==> config.mk <==
export PLATFORM = sky130hd
export DESIGN_NAME = booth_decode_acc
export DESIGN_NICKNAME = d
export VERILOG_FILES = /design/src/rtl/booth_decode_acc_pkg.sv /design/src/rtl/booth_decode_acc_bd.sv /design/src/rtl/booth_decode_acc.sv
export SDC_FILE = /design/constraint.sdc
export NUM_CORES = 1
export LEC_CHECK = 0
export ABC_AREA = 0
export CORE_AREA = 5 5 228 230
export CTS_BUF_LIST = sky130_fd_sc_hd__clkbuf_2
export DETAILED_ROUTE_END_ITERATION = 10
export DIE_AREA = 0 0 233 235
export PLACE_DENSITY = 0.53
export SLEW_MARGIN = 20
export SYNTH_ARGS = -nofsm -noshare
export SYNTH_HDL_FRONTEND = slang
export SYNTH_SLANG_ARGS = --single-unit
==> constraint.sdc <==
create_clock -name clk -period 8.75 [get_ports clk]
set_input_delay 2.625 -clock clk [delete_from_list [all_inputs] [get_ports clk]]
set_output_delay 2.625 -clock clk [all_outputs]
set_load 0.02 [all_outputs]
==> src/rtl/booth_decode_acc_pkg.sv <==
// Shared constants and FSM state type for the radix-8 Booth decode/accumulate block.
package r8mbe_pkg;

    localparam int unsigned WIDTH        = 24;
    localparam int unsigned CONTROL_BITS = 5;
    localparam int unsigned NGROUPS      = 8;
    localparam int unsigned PROD_W       = 2 * WIDTH;
    localparam int unsigned CNT_W        = $clog2(NGROUPS);

    localparam int unsigned CTRL_NEG  = 4;
    localparam int unsigned CTRL_SEL4 = 3;
    localparam int unsigned CTRL_SEL3 = 2;
    localparam int unsigned CTRL_SEL2 = 1;
    localparam int unsigned CTRL_SEL1 = 0;

    typedef enum logic [1:0] {
        IDLE,
        PRE,
        ACC,
        DONE
    } state_t;

endpackage

==> src/rtl/booth_decode_acc_bd.sv <==
// Combinational Booth digit decoder: one control word plus X/3X to a signed
// 48-bit partial product (unshifted) and an illegal-encoding flag.
module bd
    import r8mbe_pkg::*;
(
    input  logic [CONTROL_BITS-1:0] control,
    input  logic [WIDTH-1:0]        x,
    input  logic [WIDTH+1:0]        x3,
    output logic [PROD_W-1:0]       pp,
    output logic                    illegal
);

    logic [PROD_W-1:0] mag;
    logic [3:0]        sel;

    always_comb begin
        sel     = control[CTRL_SEL4:CTRL_SEL1];
        mag     = '0;
        illegal = 1'b0;
        case (sel)
            4'b0000: mag = '0;
            4'b0001: mag = PROD_W'(x);
            4'b0010: mag = PROD_W'({x, 1'b0});
            4'b0100: mag = PROD_W'(x3);
            4'b1000: mag = PROD_W'({x, 2'b00});
            default: illegal = 1'b1;
        endcase
        // Negating a zero magnitude yields zero, so neg with no select is harmless.
        pp = control[CTRL_NEG] ? (~mag + 1'b1) : mag;
    end

endmodule

==> src/rtl/booth_decode_acc.sv <==
// Radix-8 Booth digit decode and sequential accumulate: one operand set per
// transaction, one digit per cycle, product held until the consumer accepts it.
module booth_decode_acc
    import r8mbe_pkg::*;
(
    input  logic                    clk,
    input  logic                    rst_n,
    input  logic                    in_valid,
    output logic                    in_ready,
    input  logic [WIDTH-1:0]        x_in,
    input  logic [CONTROL_BITS-1:0] control1,
    input  logic [CONTROL_BITS-1:0] control2,
    input  logic [CONTROL_BITS-1:0] control3,
    input  logic [CONTROL_BITS-1:0] control4,
    input  logic [CONTROL_BITS-1:0] control5,
    input  logic [CONTROL_BITS-1:0] control6,
    input  logic [CONTROL_BITS-1:0] control7,
    input  logic [CONTROL_BITS-1:0] control8,
    output logic                    out_valid,
    input  logic                    out_ready,
    output logic [PROD_W-1:0]       product,
    output logic                    out_err
);

    state_t                                 state;
    logic [WIDTH-1:0]                       x_q;
    logic [WIDTH+1:0]                       x3_q;
    logic [NGROUPS-1:0][CONTROL_BITS-1:0]   ctrl_q;
    logic [CNT_W-1:0]                       cnt;
    logic [PROD_W-1:0]                      acc;
    logic                                   err_acc;
    logic [PROD_W-1:0]                      pp;
    logic [PROD_W-1:0]                      pp_shift;
    logic                                   illegal;
    logic [7:0]                             shamt;

    bd u_bd (
        .control (ctrl_q[cnt]),
        .x       (x_q),
        .x3      (x3_q),
        .pp      (pp),
        .illegal (illegal)
    );

    always_comb begin
        shamt    = 8'(cnt) * 8'd3;
        pp_shift = pp << shamt;
    end

    always_ff @(posedge clk or negedge rst_n) begin
        if (!rst_n) begin
            state     <= IDLE;
            in_ready  <= 1'b1;
            out_valid <= 1'b0;
            product   <= '0;
            out_err   <= 1'b0;
            cnt       <= '0;
            acc       <= '0;
            err_acc   <= 1'b0;
            x_q       <= '0;
            x3_q      <= '0;
            ctrl_q    <= '0;
        end else begin
            case (state)
                IDLE: begin
                    if (in_valid && in_ready) begin
                        x_q      <= x_in;
                        ctrl_q   <= {control8, control7, control6, control5,
                                     control4, control3, control2, control1};
                        in_ready <= 1'b0;
                        state    <= PRE;
                    end
                end
                PRE: begin
                    x3_q    <= {2'b00, x_q} + {1'b0, x_q, 1'b0};
                    acc     <= '0;
                    cnt     <= '0;
                    err_acc <= 1'b0;
                    state   <= ACC;
                end
                ACC: begin
                    acc     <= acc + pp_shift;
                    err_acc <= err_acc | illegal;
                    cnt     <= cnt + 1'b1;
                    // Final digit goes straight into the product register.
                    if (cnt == CNT_W'(NGROUPS - 1)) begin
                        product   <= acc + pp_shift;
                        out_err   <= err_acc | illegal;
                        out_valid <= 1'b1;
                        state     <= DONE;
                    end
                end
                DONE: begin
                    if (out_ready) begin
                        out_valid <= 1'b0;
                        in_ready  <= 1'b1;
                        state     <= IDLE;
                    end
                end
                default: state <= IDLE;
            endcase
        end
    end

endmodule

==> impl_metrics.toml <==
[status]
status = "complete, no violations"

[sta]
max_freq_ghz = 0.122
fin_ws_ns = 0.538
hold_viol_final = 0
skew_ns = 0.0715
maxSlewHeadroom = 0.392
fin_crit_sh = 0.939
min_period_ns = 8.21
setup_viol = 0
tightest_slew_ns = 0.910
slew_violations = 0

[floorplanning]
die_w_um = 233
die_h_um = 235
io_pins = 119
start_util = 0.306
core-area_um2 = 49700
dieArea_um2 = 54800
rows = 82

[synthesis]
syn_area_um2 = 15200
synth_area_per_cell_um2 = 9.01
synth.most_common_cell = "dfrtp_1"
ys.flop_type = "dfrtp_1"
synth-seq-cells = 195
synth-async-reset-ratio = 1.00
yosysWarnings = 0
yosys.area.top_type_share = 0.319
synth_common_cells = "dfrtp_1 (194), o21ai_0 (139), nand2_1 (137), nor2_1 (135), mux2_2 (100)"
synth_cell_types = 95
synth_nets = 1840
syn_inst = 1688
seq_area_frac_synth = 0.321
synthTopCellsByArea = "dfrtp_1 (32%), mux2_2 (7.4%), ha_1 (6.7%)"
synth_edf_count = 0
synth_top_area_cell = "dfrtp_1"

[setup_path]
path_buf_inv = 1
reg2reg_to = "product[47]"
cp_slowest_cell = "dfrtp_4"
path_max_fanout = 21
critPathRequiredTime_ns = 9.67
r2r_slack_ns = 0.54
cpLargestDelayFamily = "compound AO/OA/AOI/OAI gates"
arrival_ns = 9.13
cp-end-kind = "flip-flop"
crit_type = "reg2reg"
reg2reg_depth = 30
worstSetupStartpointType = "flip-flop"
r2r_start = "cnt[0]"
max_stage_delay_ns = 0.67

[cts]
postCtsHoldBufs = 0
cts_buffer_depth = 2
path_clk_slew_ns = 0.28
cts_tree = "built"
clkSinkCount = 195
clk_latency_ns = 1.01
clockRootBuffer = "clkbuf_2"
h-tree-depth = 4
cts_buffers = 17

[routing]
drc = 0
avgRoutedWirePerCell_um = 17.9
drtIter0Drc = 1152
drtPass1Iterations = 5
wirelength_um = 43800
drtAntennaViolNets = 0
viasPerCell = 5.32
vias = 13000

[power]
leakagePower_uw = 0.00775
ir_drop_mv = 0.0853
p_per_area_nw_per_um2 = 83.9

[global_route]
grt_overflow_total = 0
grt_pass1_vias = 12900
grt.total_usage = 0.160
antenna_found_initial = 2
grt_pass1_wl_um = 70700
grt_max_degree = 95

[worst_hold_path]
hp-class = "reg2reg"
whs_endpoint = "product[9]"
worstHoldStart = "product[9]"
whs_path_depth = 2

[placement]
place_congestion = 0.878
hpwl_um = 33400
port_buffers = 118
place_ws_ns = 0.369

[finish]
syn_to_final_growth_pct = 14.5
nets = 1916
nFillCells = 5160
layout-drive-gt1-share = 0.127
final_core_util = 0.351

[flow_run]
drv_cap = 0
==> stage by stage <==
stage               instances  cell area (um2)  power, uW  hold slack, ns  setup TNS [ns]
floorplan                1688            15200        919           0.444               0
global route             2449            17400       1530           0.549        -0.00268
detailed placement       2417            17100        971           0.473               0
CTS                      2447            17400       1510           0.523               0
finish                   2449            17400       1460           0.511               0
global placement         2417            17100        970           0.465               0
==> final cells by class <==
| cell class | instances | area, um2 | share of cell area |
|---|---|---|---|
| antenna | 2 | 5.00 | 0.000288 |
| clock inverter | 12 | 165 | 0.00949 |
| timing repair buffer | 150 | 1430 | 0.0819 |
| inverter | 87 | 327 | 0.0188 |
| sequential | 195 | 4880 | 0.281 |
| tap | 672 | 841 | 0.0483 |
| clock buffer | 18 | 90.1 | 0.00518 |
| multi-input combinational | 1313 | 9670 | 0.555 |
==> logic make-up (layout without fill, tap and decap cells) <==
family,Yosys count,after routing,share of synthesized area
AO/OA/AOI/OAI,539,539,0.236
AND/OR/NAND/NOR,431,431,0.137
flip-flops,195,195,0.321
buffers and inverters,180,267,0.0474
multiplexers,175,175,0.139
adder cells (fa/ha/maj),84,84,0.0706
XOR/XNOR,84,84,0.0493
other,0,2,0
==> routing by layer <==
layer  global-route usage  vias to the layer above  routed length, um
met5                    0                        -                  0
met2                0.257                      299              20600
met1                0.219                     6292              20500
met3               0.0324                       47               1960
met4               0.0430                        0                761
li1                     -                     6385                  -
==> worst min-delay path: cells and delay by family (launching register included) <==
| family | cells | cell delay [ns] |
|---|---|---|
| compound gates | 1 | 0.06 |
| simple gates | 1 | 0.04 |
| flops | 1 | 0.40 |
==> cells in the final DEF (no fill, tap or decap), types with 55 or more instances in the layout <==
| cell | netlist | final |
|---|---|---|
| o22ai_1 | 57 | 57 |
| a21oi_1 | 90 | 90 |
| dfrtp_1 | 194 | 193 |
| nor2_1 | 135 | 135 |
| clkdlybuf4s50_1 | 0 | 117 |
| inv_1 | 83 | 83 |
| nand2_1 | 137 | 136 |
| ha_1 | 81 | 80 |
| o21ai_0 | 139 | 139 |
| mux2_2 | 100 | 100 |
| mux2i_1 | 55 | 55 |
==> power breakdown <==
| group | internal (uW) | switching (uW) |
|---|---|---|
| logic | 26.9 | 23.4 |
| registers | 904 | 0 |
| clock network | 183 | 324 |
| total | 1110 | 348 |
==> flip-flops by register name, indices dropped and copies added (netlist names) <==
name,count
product,48
acc,48
cnt,3
x3_q,26
err_acc,1
out_valid,1
in_ready,1
ctrl_q,40
state,2
out_err,1
x_q,24
==> timing repair <==
action / 4_1_cts / 5_1_grt
endpoints found under the setup margin: 0 / 18
buffers inserted: 0 / 0
resized for setup: 0 / 6
==> how the worst max path moves through the flow <==
stage               depth (start not counted)  slack (ns)    from           to
global placement                           29        0.55  cnt[0]  product[45]
detailed placement                         29        0.37  cnt[0]      acc[47]
global route                               31      -0.003  cnt[0]  product[47]
CTS                                        29        0.28  cnt[0]  product[45]
finish                                     30        0.54  cnt[0]  product[47]
floorplan                                  29        1.66  cnt[2]  product[47]
Note: power is estimated with default switching activity, not from simulation.
